### src/rtl/pc_gen_pkg.sv
// Shared constants and types for the program-counter generator:
// MIPS opcode/func/rt encodings used by the branch and jump decode, and the FSM state type.
package pc_gen_pkg;

    localparam logic [5:0] SPECIAL = 6'b000000;
    localparam logic [5:0] REGIMM  = 6'b000001;
    localparam logic [5:0] J       = 6'b000010;
    localparam logic [5:0] JAL     = 6'b000011;
    localparam logic [5:0] BEQ     = 6'b000100;
    localparam logic [5:0] BNE     = 6'b000101;
    localparam logic [5:0] BLEZ    = 6'b000110;
    localparam logic [5:0] BGTZ    = 6'b000111;

    localparam logic [5:0] JR      = 6'b001000;
    localparam logic [5:0] JALR    = 6'b001001;

    localparam logic [4:0] BLTZ    = 5'b00000;
    localparam logic [4:0] BGEZ    = 5'b00001;

    typedef enum logic [1:0] {
        BOOT,
        RUN,
        TRAP
    } state_e;

endpackage

### src/rtl/pc_gen_if.sv
// Decode-side and fetch-side signals of pc_gen. The slave modport is the PC generator;
// the master modport is the decoder/fetch environment that drives it.
interface pc_gen_if #(
    parameter int unsigned PC_W   = 30,
    parameter int unsigned DATA_W = 32,
    parameter int unsigned IMM_W  = 16
);

    logic [5:0]        op;
    logic [5:0]        func;
    logic [4:0]        rt;
    logic [IMM_W-1:0]  imm;
    logic [25:0]       target;
    logic [DATA_W-1:0] rs_data;
    logic              zero;
    logic              branch;
    logic              jump;
    logic              instr_valid;
    logic              imem_ready;
    logic              stall;
    logic              trap_req;

    logic [PC_W-1:0]   pc;
    logic              pc_valid;
    logic [PC_W-1:0]   link_pc;
    logic              taken;
    logic              trap_ack;
    logic [PC_W-1:0]   epc;
    logic              epc_bd;

    modport master (
        output op, func, rt, imm, target, rs_data, zero, branch, jump,
        output instr_valid, imem_ready, stall, trap_req,
        input  pc, pc_valid, link_pc, taken, trap_ack, epc, epc_bd
    );

    modport slave (
        input  op, func, rt, imm, target, rs_data, zero, branch, jump,
        input  instr_valid, imem_ready, stall, trap_req,
        output pc, pc_valid, link_pc, taken, trap_ack, epc, epc_bd
    );

endinterface

### src/rtl/pc_target_calc.sv
// Purely combinational branch/jump resolution: evaluates the condition for the instruction
// at pc and returns whether it redirects plus the next address (seq when not taken).
module pc_target_calc
    import pc_gen_pkg::*;
#(
    parameter int unsigned PC_W   = 30,
    parameter int unsigned DATA_W = 32,
    parameter int unsigned IMM_W  = 16
) (
    input  logic [PC_W-1:0]   pc,
    input  logic [5:0]        op,
    input  logic [5:0]        func,
    input  logic [4:0]        rt,
    input  logic [IMM_W-1:0]  imm,
    input  logic [25:0]       target,
    input  logic [DATA_W-1:0] rs_data,
    input  logic              zero,
    input  logic              branch,
    input  logic              jump,
    input  logic              enable,
    output logic              taken,
    output logic [PC_W-1:0]   next_pc
);

    logic [PC_W-1:0] seq;
    logic [PC_W-1:0] bt;
    logic [PC_W-1:0] jt;
    logic [PC_W-1:0] rt_pc;
    logic            rs_neg;
    logic            rs_zero;
    logic            cond;
    logic            is_jr;

    assign seq     = pc + PC_W'(1);
    assign bt      = seq + {{(PC_W - IMM_W){imm[IMM_W-1]}}, imm};
    assign jt      = {seq[PC_W-1:26], target};
    assign rt_pc   = rs_data[PC_W+1:2];
    assign rs_neg  = rs_data[DATA_W-1];
    assign rs_zero = (rs_data == '0);
    assign is_jr   = (op == SPECIAL) && ((func == JR) || (func == JALR));

    always_comb begin
        cond = 1'b0;
        case (op)
            BEQ:     cond = zero;
            BNE:     cond = !zero;
            BLEZ:    cond = rs_zero || rs_neg;
            BGTZ:    cond = !rs_zero && !rs_neg;
            REGIMM: begin
                if (rt == BGEZ) begin
                    cond = !rs_neg;
                end else if (rt == BLTZ) begin
                    cond = rs_neg;
                end
            end
            default: cond = 1'b0;
        endcase
    end

    // Register jumps win over the decoder's jump flag, which wins over branches.
    always_comb begin
        taken   = 1'b0;
        next_pc = seq;
        if (enable) begin
            if (is_jr) begin
                taken   = 1'b1;
                next_pc = rt_pc;
            end else if (jump) begin
                taken   = 1'b1;
                next_pc = jt;
            end else if (branch && cond) begin
                taken   = 1'b1;
                next_pc = bt;
            end
        end
    end

endmodule

### src/rtl/pc_gen.sv
// Registered program-counter generator: BOOT/RUN/TRAP FSM, pc, epc and stall handling.
// Define PC_GEN_DELAY_SLOT_EN to enable the MIPS branch delay slot (pending redirect register).
module pc_gen
    import pc_gen_pkg::*;
#(
    parameter int unsigned     PC_W      = 30,
    parameter int unsigned     DATA_W    = 32,
    parameter int unsigned     IMM_W     = 16,
    parameter logic [PC_W-1:0] RESET_VEC = '0,
    parameter logic [PC_W-1:0] TRAP_VEC  = PC_W'(32'h20)
) (
    input logic      clk,
    input logic      rst,
    pc_gen_if.slave  bus
);

    state_e          state;
    logic [PC_W-1:0] pc_q;
    logic [PC_W-1:0] epc_q;
    logic            pc_valid_q;
    logic            trap_ack_q;
    logic [PC_W-1:0] seq;
    logic [PC_W-1:0] next_pc;
    logic            calc_en;
    logic            calc_taken;
    logic            in_slot;
    logic            commit;

    assign seq     = pc_q + PC_W'(1);
    assign commit  = (state == RUN) && bus.instr_valid && bus.imem_ready && !bus.stall
                     && !bus.trap_req;
    assign calc_en = (state == RUN) && bus.instr_valid && !in_slot;

    pc_target_calc #(
        .PC_W   (PC_W),
        .DATA_W (DATA_W),
        .IMM_W  (IMM_W)
    ) u_calc (
        .pc      (pc_q),
        .op      (bus.op),
        .func    (bus.func),
        .rt      (bus.rt),
        .imm     (bus.imm),
        .target  (bus.target),
        .rs_data (bus.rs_data),
        .zero    (bus.zero),
        .branch  (bus.branch),
        .jump    (bus.jump),
        .enable  (calc_en),
        .taken   (calc_taken),
        .next_pc (next_pc)
    );

`ifdef PC_GEN_DELAY_SLOT_EN
    logic            pend_q;
    logic [PC_W-1:0] pend_tgt_q;
    logic [PC_W-1:0] pend_bpc_q;
    logic            epc_bd_q;

    // While a redirect is pending, the instruction at pc is the delay slot.
    assign in_slot     = pend_q;
    assign bus.link_pc = pc_q + PC_W'(2);
    assign bus.epc_bd  = epc_bd_q;
`else
    assign in_slot     = 1'b0;
    assign bus.link_pc = seq;
    assign bus.epc_bd  = 1'b0;
`endif

    assign bus.pc       = pc_q;
    assign bus.pc_valid = pc_valid_q;
    assign bus.taken    = calc_taken;
    assign bus.trap_ack = trap_ack_q;
    assign bus.epc      = epc_q;

    always_ff @(posedge clk or posedge rst) begin
        if (rst) begin
            state      <= BOOT;
            pc_q       <= RESET_VEC;
            pc_valid_q <= 1'b0;
            trap_ack_q <= 1'b0;
            epc_q      <= '0;
`ifdef PC_GEN_DELAY_SLOT_EN
            pend_q     <= 1'b0;
            pend_tgt_q <= '0;
            pend_bpc_q <= '0;
            epc_bd_q   <= 1'b0;
`endif
        end else begin
            trap_ack_q <= 1'b0;
            unique case (state)
                BOOT: begin
                    state      <= RUN;
                    pc_valid_q <= 1'b1;
                end
                RUN: begin
                    if (bus.trap_req) begin
                        state      <= TRAP;
                        pc_valid_q <= 1'b0;
                        trap_ack_q <= 1'b1;
`ifdef PC_GEN_DELAY_SLOT_EN
                        // A trapped slot reports the branch so the handler can replay it.
                        epc_q      <= pend_q ? pend_bpc_q : pc_q;
                        epc_bd_q   <= pend_q;
                        pend_q     <= 1'b0;
`else
                        epc_q      <= pc_q;
`endif
                    end else if (commit) begin
`ifdef PC_GEN_DELAY_SLOT_EN
                        if (pend_q) begin
                            pc_q   <= pend_tgt_q;
                            pend_q <= 1'b0;
                        end else begin
                            pc_q <= seq;
                            if (calc_taken) begin
                                pend_q     <= 1'b1;
                                pend_tgt_q <= next_pc;
                                pend_bpc_q <= pc_q;
                            end
                        end
`else
                        pc_q <= next_pc;
`endif
                    end
                end
                TRAP: begin
                    state      <= RUN;
                    pc_q       <= TRAP_VEC;
                    pc_valid_q <= 1'b1;
                end
                default: begin
                    state      <= BOOT;
                    pc_valid_q <= 1'b0;
                end
            endcase
        end
    end

endmodule

### src/flat_wrapper.sv
// flat-port wrapper written by rule: the top's interface ports become plain ports
module pc_gen_flat import pc_gen_pkg::*;
#(
    parameter int unsigned     PC_W      = 30,
    parameter int unsigned     DATA_W    = 32,
    parameter int unsigned     IMM_W     = 16,
    parameter logic [PC_W-1:0] RESET_VEC = '0,
    parameter logic [PC_W-1:0] TRAP_VEC  = PC_W'(32'h20)
)
  (clk, rst, bus_op, bus_func, bus_rt, bus_imm, bus_target, bus_rs_data, bus_zero, bus_branch, bus_jump, bus_instr_valid, bus_imem_ready, bus_stall, bus_trap_req, bus_pc, bus_pc_valid, bus_link_pc, bus_taken, bus_trap_ack, bus_epc, bus_epc_bd);
  pc_gen_if #(.PC_W(PC_W), .DATA_W(DATA_W), .IMM_W(IMM_W)) bus_i ();
  input logic clk;
  input logic rst;
  input wire logic [$bits(bus_i.op)-1:0] bus_op;
  input wire logic [$bits(bus_i.func)-1:0] bus_func;
  input wire logic [$bits(bus_i.rt)-1:0] bus_rt;
  input wire logic [$bits(bus_i.imm)-1:0] bus_imm;
  input wire logic [$bits(bus_i.target)-1:0] bus_target;
  input wire logic [$bits(bus_i.rs_data)-1:0] bus_rs_data;
  input wire logic [$bits(bus_i.zero)-1:0] bus_zero;
  input wire logic [$bits(bus_i.branch)-1:0] bus_branch;
  input wire logic [$bits(bus_i.jump)-1:0] bus_jump;
  input wire logic [$bits(bus_i.instr_valid)-1:0] bus_instr_valid;
  input wire logic [$bits(bus_i.imem_ready)-1:0] bus_imem_ready;
  input wire logic [$bits(bus_i.stall)-1:0] bus_stall;
  input wire logic [$bits(bus_i.trap_req)-1:0] bus_trap_req;
  output wire logic [$bits(bus_i.pc)-1:0] bus_pc;
  output wire logic [$bits(bus_i.pc_valid)-1:0] bus_pc_valid;
  output wire logic [$bits(bus_i.link_pc)-1:0] bus_link_pc;
  output wire logic [$bits(bus_i.taken)-1:0] bus_taken;
  output wire logic [$bits(bus_i.trap_ack)-1:0] bus_trap_ack;
  output wire logic [$bits(bus_i.epc)-1:0] bus_epc;
  output wire logic [$bits(bus_i.epc_bd)-1:0] bus_epc_bd;
  assign bus_i.op = bus_op;
  assign bus_i.func = bus_func;
  assign bus_i.rt = bus_rt;
  assign bus_i.imm = bus_imm;
  assign bus_i.target = bus_target;
  assign bus_i.rs_data = bus_rs_data;
  assign bus_i.zero = bus_zero;
  assign bus_i.branch = bus_branch;
  assign bus_i.jump = bus_jump;
  assign bus_i.instr_valid = bus_instr_valid;
  assign bus_i.imem_ready = bus_imem_ready;
  assign bus_i.stall = bus_stall;
  assign bus_i.trap_req = bus_trap_req;
  assign bus_pc = bus_i.pc;
  assign bus_pc_valid = bus_i.pc_valid;
  assign bus_link_pc = bus_i.link_pc;
  assign bus_taken = bus_i.taken;
  assign bus_trap_ack = bus_i.trap_ack;
  assign bus_epc = bus_i.epc;
  assign bus_epc_bd = bus_i.epc_bd;
  pc_gen #(.PC_W(PC_W), .DATA_W(DATA_W), .IMM_W(IMM_W), .RESET_VEC(RESET_VEC), .TRAP_VEC(TRAP_VEC)) u_core (.clk(clk), .rst(rst), .bus(bus_i));
endmodule
### config.mk
export PLATFORM = sky130hd
export DESIGN_NAME = pc_gen_flat
export DESIGN_NICKNAME = d
export VERILOG_FILES = /design/src/rtl/pc_gen_pkg.sv /design/src/rtl/pc_gen_if.sv /design/src/rtl/pc_target_calc.sv /design/src/rtl/pc_gen.sv /design/src/flat_wrapper.sv
export SDC_FILE = /design/constraint.sdc
export NUM_CORES = 1
export LEC_CHECK = 0
export CORE_ASPECT_RATIO = 0.75
export CORE_MARGIN = 3
export CORE_UTILIZATION = 40
export CTS_BUF_LIST = sky130_fd_sc_hd__clkbuf_16
export DETAILED_ROUTE_END_ITERATION = 12
export PLACE_DENSITY = 0.78
export RECOVER_POWER = 25
export SLEW_MARGIN = 20
export SYNTH_ARGS = -nofsm -noshare
export SYNTH_HDL_FRONTEND = slang
export SYNTH_SLANG_ARGS = --single-unit
### constraint.sdc
create_clock -name clk -period 4.4 [get_ports clk]
set_input_delay 0.66 -clock clk [delete_from_list [all_inputs] [get_ports clk]]
set_output_delay 0.66 -clock clk [all_outputs]
set_load 0.005 [all_outputs]
After elaboration in Yosys (flattened, before gate mapping)
Index checks and enable logic that the tools add are counted.
{ "op_classes": {"n_addsub": 2, "n_eq_ne": 13, "muxes": 20, "reduce_logical": 22} }
{ "ops": {"columns": ["cell", "n"], "rows": [
  ["two-way mux 30 bit", 6],
  ["one-hot mux 30 bit (2 select lines)", 1],
  ["logical NOT 32 bit", 1],
  ["adder 30 x 1 -> 30 bit, second input constant", 1],
  ["adder 30 bit", 1],
  ["equality test 6 x 3 -> 1 bit, second input constant", 4],
  ["equality test 6 x 4 -> 1 bit, second input constant", 2],
  ["two-way mux 1 bit", 9],
  ["logical AND 1 bit", 7],
  ["equality test 6 x 1 -> 1 bit, second input constant", 1],
  ["logical NOT 6 bit", 1],
  ["equality test 5 x 1 -> 1 bit, second input constant", 1],
  ["logical NOT 1 bit", 5],
  ["logical NOT 5 bit", 1],
  ["one-hot mux 1 bit (5 select lines)", 1],
  ["inequality test 2 bit, second input constant", 2],
  ["one-hot mux 2 bit (2 select lines)", 1],
  ["AND reduction 3 bit", 1],
  ["equality test 2 x 1 -> 1 bit, second input constant", 1],
  ["equality test 2 bit, second input constant", 1],
  ["logical NOT 2 bit", 1],
  ["logical OR 1 bit", 2],
  ["two-way mux 2 bit", 1],
  ["inequality test 2 x 1 -> 1 bit, second input constant", 1],
  ["4 further kinds", 4]
]} }
{ "totals": {"regBits": 64, "inputBits": 100, "output_inout_bits": 94, "word_cells": 62} }

Depth between registers and ports, before layout
{ "depth": {"ltp_word": 12, "depth_mapped": 17, "ltp_nobuf": 16} }

Modules after synthesis
From an unflattened synthesis, not the netlist that was laid out.
{ "hier_totals": {"hier_cells": 873, "area_unflattened_um2": 6416.2} }
{ "by_module_without_submodules": {"columns": ["mod", "n_inst", "cells_each", "area_each_um2", "seq_area_each_um2"], "rows": [
  ["pc_target_calc", 1, 520, 3362.0, 0.0],
  ["pc_gen", 1, 353, 3054.2, 1576.5]
]} }

Worst setup path before layout
Ideal clock, no wire load.
{ "synth_timing": {"path_type": "register to register", "from": "register u_core.pc_q[0] (netlist: u_core.bus.pc[0])", "to": "register u_core.pc_q[19] (netlist: u_core.bus.pc[19])", "setup_time_ps": 126, "t_arrival_ps": 3284, "t_required_ps": 4274, "path_slack_ps": 990, "stages_incl_launch_ff": 16, "path_buffers": 1, "period_less_slack_ps": 3410, "cell_sequence": "dfrtp_1 -> ha_1 -> nand4_1 -> nor3_4 -> nand2_1 -> xnor2_1 -> ha_1 -> buf_2 -> a21oi_1 -> o21ai_1 -> a31oi_1 -> nor2_1 -> a31oi_1 -> xor2_1 -> o21ai_1 -> a221o_1"} }
{ "synth_between": {"elab_chain_cells": 9} }
{ "synth_lines": {"columns": ["element", "line", "rtl"], "rows": [
  ["from (decl)", "pc_gen.sv:18", "logic [PC_W-1:0] pc_q;"],
  ["from (signal assigned)", "pc_gen.sv:123", "pc_q <= next_pc;"],
  ["adder 30 x 1 -> 30 bit", null, null],
  ["named net bus_link_pc[14]", "flat_wrapper.sv:29", "output wire logic [$bits(bus_i.link_pc)-1:0] bus_link_pc;"],
  ["adder 30 bit", "pc_target_calc.sv:35", "assign bt = seq + {{(PC_W - IMM_W){imm[IMM_W-1]}}, imm};"],
  ["two-way mux 30 bit", "pc_target_calc.sv:71", "end else if (branch && cond) begin"],
  ["two-way mux 30 bit", "pc_target_calc.sv:68", "end else if (jump) begin"],
  ["two-way mux 30 bit", "pc_target_calc.sv:65", "if (is_jr) begin"],
  ["two-way mux 30 bit", "pc_target_calc.sv:64", "if (enable) begin"],
  ["two-way mux 30 bit", "pc_gen.sv:109", "end else if (commit) begin"],
  ["two-way mux 30 bit", "pc_gen.sv:97", "if (bus.trap_req) begin"],
  ["one-hot mux 30 bit (2 select lines)", "pc_gen.sv:91", "unique case (state)"]
]} }
The timed path passes the listed nets, and every way through them passes these cells. The select of a mux whose other input is x is not followed.
A chain may end at the register's enable or synchronous reset.

Worst setup path after layout
{ "layout_timing": {"from": "register u_core.pc_q[14] (netlist: u_core.bus.pc[14])", "to": "register u_core.pc_q[28] (netlist: u_core.bus.pc[28])"} }
{ "layout_between": {"elab_chain_cells": 9} }
{ "layout_lines": {"columns": ["element", "line", "rtl"], "rows": [
  ["adder 30 x 1 -> 30 bit *", "pc_target_calc.sv:34", "assign seq = pc + PC_W'(1);"],
  ["adder 30 bit", "pc_target_calc.sv:35", null],
  ["two-way mux 30 bit", "pc_target_calc.sv:71", null],
  ["two-way mux 30 bit", "pc_target_calc.sv:68", null],
  ["two-way mux 30 bit", "pc_target_calc.sv:65", null],
  ["two-way mux 30 bit *", "pc_target_calc.sv:64", null],
  ["two-way mux 30 bit *", "pc_gen.sv:109", null],
  ["two-way mux 30 bit *", "pc_gen.sv:97", null],
  ["one-hot mux 30 bit (2 select lines) *", "pc_gen.sv:91", null]
]} }
Every way passes the cells marked *; elsewhere a longest branch is shown, timed or not. The select of a mux whose other input is x is not followed.

==> impl_results.md <==
* FF-to-FF Start: u_core.bus.pc[14]
* Row Count at 36
* Seq/Total Area, Yosys at 28.8%
* GPL Wtd Cong at 0.996
* Met1 Usage GRT at 37.4%
* Pleak at 3.36 nW
* Area Growth Syn to Fin at 45.3%
* Logic pwr share at 43.9%
* Synth Area in Adders at 8.59%
* P_sw at 0.857 mW
* Fill count at 1,154
* First-pass GRT wire length at 31,300 um
* Post-synthesis cell type count at 70
* CTS clk-pin slew, worst paths at 0.05 ns
* Wirelength per Cell at 20.2 um
* Die X-Extent at 141 um
* Worst hold slack at 0.503 ns
* CP Launch Type: flop
* Mapped Cells at 638
* Power Density at 314 nW/um^2
* Slew Viols, Final at 49
* Post-synthesis compound-gate area fraction at 23.7%
* Ant. Diodes at 0
* Die height at 107 um
* Worst-Margin Slew at 2.27 ns
* Run status: complete, but fails checks
* Clk root buf: clkbuf_16
* M3 GR Usage at 6.66%
* Simple-Gate Fraction of Synth Area at 19.2%
* Setup Crit Path Kind: flop to flop
* IO buf count at 191
* Most frequent cells in the layout: 189 x clkdlybuf4s50_1, 65 x nand2_1, 63 x dfrtp_1, 50 x o21ai_0, 45 x a21oi_1
* CP max FO at 7
* Asr flop ratio synth at 100%
* Min-delay src: u_core.bus.pc_valid
* Req. time, crit path at 4.65 ns
* Layout cell share with drive strength beyond 1 at 10.7%
* Post-synth EDFFs at 0
* Violated checks: capacitance limit, slew limit
* Period utilisation layout at 94.5%
* Routed via count at 5,894
* Initial core utilization at 41.5%
* M2 GR Usage at 39.5%
* DRC viols at 0
* Rel. slew slack at -52.2%
* Sequential share of power at 31.3%
* Utilization after layout at 60.3%
* Final Critical Period at 4.16 ns
* Cell Int Power at 1.64 mW
* Post-CTS Hold Buffers at 0
* Area of the multi-input gates at 3750 sq um
* Routed WL at 20,400 um
* Primary FF master, synth: dfrtp_1
* Placed instance count at 993
* CTS tree: built
* Mapped Area at 5480 sq um
* Post-Layout Cell Count at 1,010
* Syn Area/Cell at 8.59 sq um
* Hold WC Path Type: flop to flop
* Sw Share at 34.3%
* Max-cap viol count at 1
* Worst skew pair latency at 0.33 ns
* Initial antenna violation count at 0
* F_max at 0.241 GHz
* GRT busiest layer: met2
* Sink Count at 63
* DR pass1 iterations at 5
* H-tree Lvls at 3
* Peak VDD IR at 222 uV
* IO Count at 194
* Setup tns final at 0 ns
* Fin nets at 973
* Initial DRC Count at 581
* Hold Fails Final Rpt at 0
* Combinational family with the most area after synthesis: compound AO/OA/AOI/OAI gates
* Clock share of power at 24.9%
* Overflow after GRT at 0
* Setup-failing EPs final at 0
* WP data arrival at 4.41 ns
* Synth Register Bits at 63
* Vias per cell at 5.84
* ANT nets after route at 0
* CP endpoint kind: flop
* RSZ-0062 raised after global routing: no
* Post-synthesis mux area share at 7.10%
* Skew final at 0.00649 ns
* Yosys Warn Count at 0
* Core area at 13,200 sq um
* Number of global-route vias before repair at 5,626
* Num CTS Buffers at 9
* Mapped Nets at 775
* Max clock buf depth at 2
* Commonest non-fill, non-tap cell in the layout: clkdlybuf4s50_1
* Synth Area in XOR/XNOR at 9.11%
* Crit path from: u_core.bus.pc[14]
* FF/Latch Area at 1580 sq um
* Total track usage at 26.2%
* Die area at 15,200 sq um
* Largest net degree at the start of global routing at 49
* DP Wirelength at 15,900 um
## per-layer routing
metal	vias to the layer above	part of all wire, %
li1	2776	-
met1	2769	45
met2	312	44
met3	37	9.4
met4	0	1.9
met5	-	0
## synthesized netlist by cell type, types with 7 or more instances
master / count / area (sq um)
clkbuf_1: 18 / 67.6
dfrtp_1: 63 / 1580
xnor2_1: 33 / 289
nand3_1: 23 / 115
nor4_1: 12 / 75.1
nand2_1: 65 / 244
nand4_1: 12 / 75.1
xor2_1: 19 / 166
and3_1: 9 / 56.3
a31oi_1: 8 / 50.1
o211ai_1: 16 / 120
ha_1: 36 / 450
nor2_1: 37 / 139
a21oi_1: 46 / 230
mux2_2: 31 / 349
a211oi_1: 9 / 67.6
buf_2: 7 / 35.0
a22oi_1: 13 / 97.6
o21ai_1: 10 / 50.1
a21o_1: 9 / 67.6
inv_1: 17 / 63.8
o21ai_0: 50 / 250
## power groups by stage
stage          combinational, mW  clock, mW  sequential, mW
4_1_cts                     1.09      0.632           0.781
2_1_floorplan              0.559          0           0.770
5_1_grt                     1.19      0.654           0.797
6_report                    1.10      0.621           0.782
3_5_place_dp                1.08          0           0.789
3_3_place_gp                1.07          0           0.785
## path summary, 6_finish.rpt
kind,endpoint,slack (ns),depth (start not counted)
min in group asynchronous,u_core.bus.epc[6],1.40,2
worst min register to register,u_core.bus.pc_valid,0.50,1
worst max-delay path,u_core.bus.pc[28],0.24,14
worst max register to register,u_core.bus.pc[28],0.24,14
worst min-delay path,u_core.bus.pc_valid,0.50,1
max in group asynchronous,u_core.bus.epc[8],1.47,3
## sequential cells by signal, summed over array words and instances (netlist names)
signal               count
u_core.bus.pc_valid      1
u_core.bus.epc          30
u_core.state             1
u_core.bus.pc           30
u_core.bus.trap_ack      1
## layout make-up
type / count / share of cell area, %
tap: 171 / 2.69
multi-input combinational: 528 / 47.2
timing repair buffer: 217 / 26.4
sequential: 63 / 19.8
clock buffer: 9 / 2.83
clock inverter: 5 / 0.252
inverter: 17 / 0.817
## logic make-up after synthesis
family          Yosys count
other cells               1
flops                    63
simple gates            203
buf+inv                  47
mux                      35
fa+ha+maj                37
xor+xnor                 54
compound gates          198
## metrics by stage
stage / cell area (sq um) / total power, mW / worst slack, ns
floorplan: 5480 / 1.33 / 0.990
global placement: 7670 / 1.85 / 0.426
detailed placement: 7670 / 1.87 / 0.335
CTS: 7910 / 2.50 / 0.299
global route: 7960 / 2.64 / 0.0172
finish: 7960 / 2.50 / 0.244
## critical path, stage by stage (launching register included)
cell,delay [ns]
dfrtp_1,0.48
and4_4,0.29
nand4_1,0.22
nor4_1,0.60
xnor2_1,0.27
ha_1,0.41
nand2_1,0.08
o21ai_0,0.13
a21o_1,0.21
a21oi_1,0.24
nand3_1,0.17
a221oi_1,0.45
xor2_1,0.13
mux2_2,0.29
o21ai_1,0.12
## repair_timing
| item | in CTS | in global routing |
|---|---|---|
| endpoints found under the setup margin | 0 | 3 |
| resized for setup | 0 | 4 |
| buffers inserted | 0 | 3 |
No activity file was read; power rests on OpenSTA's default activity.
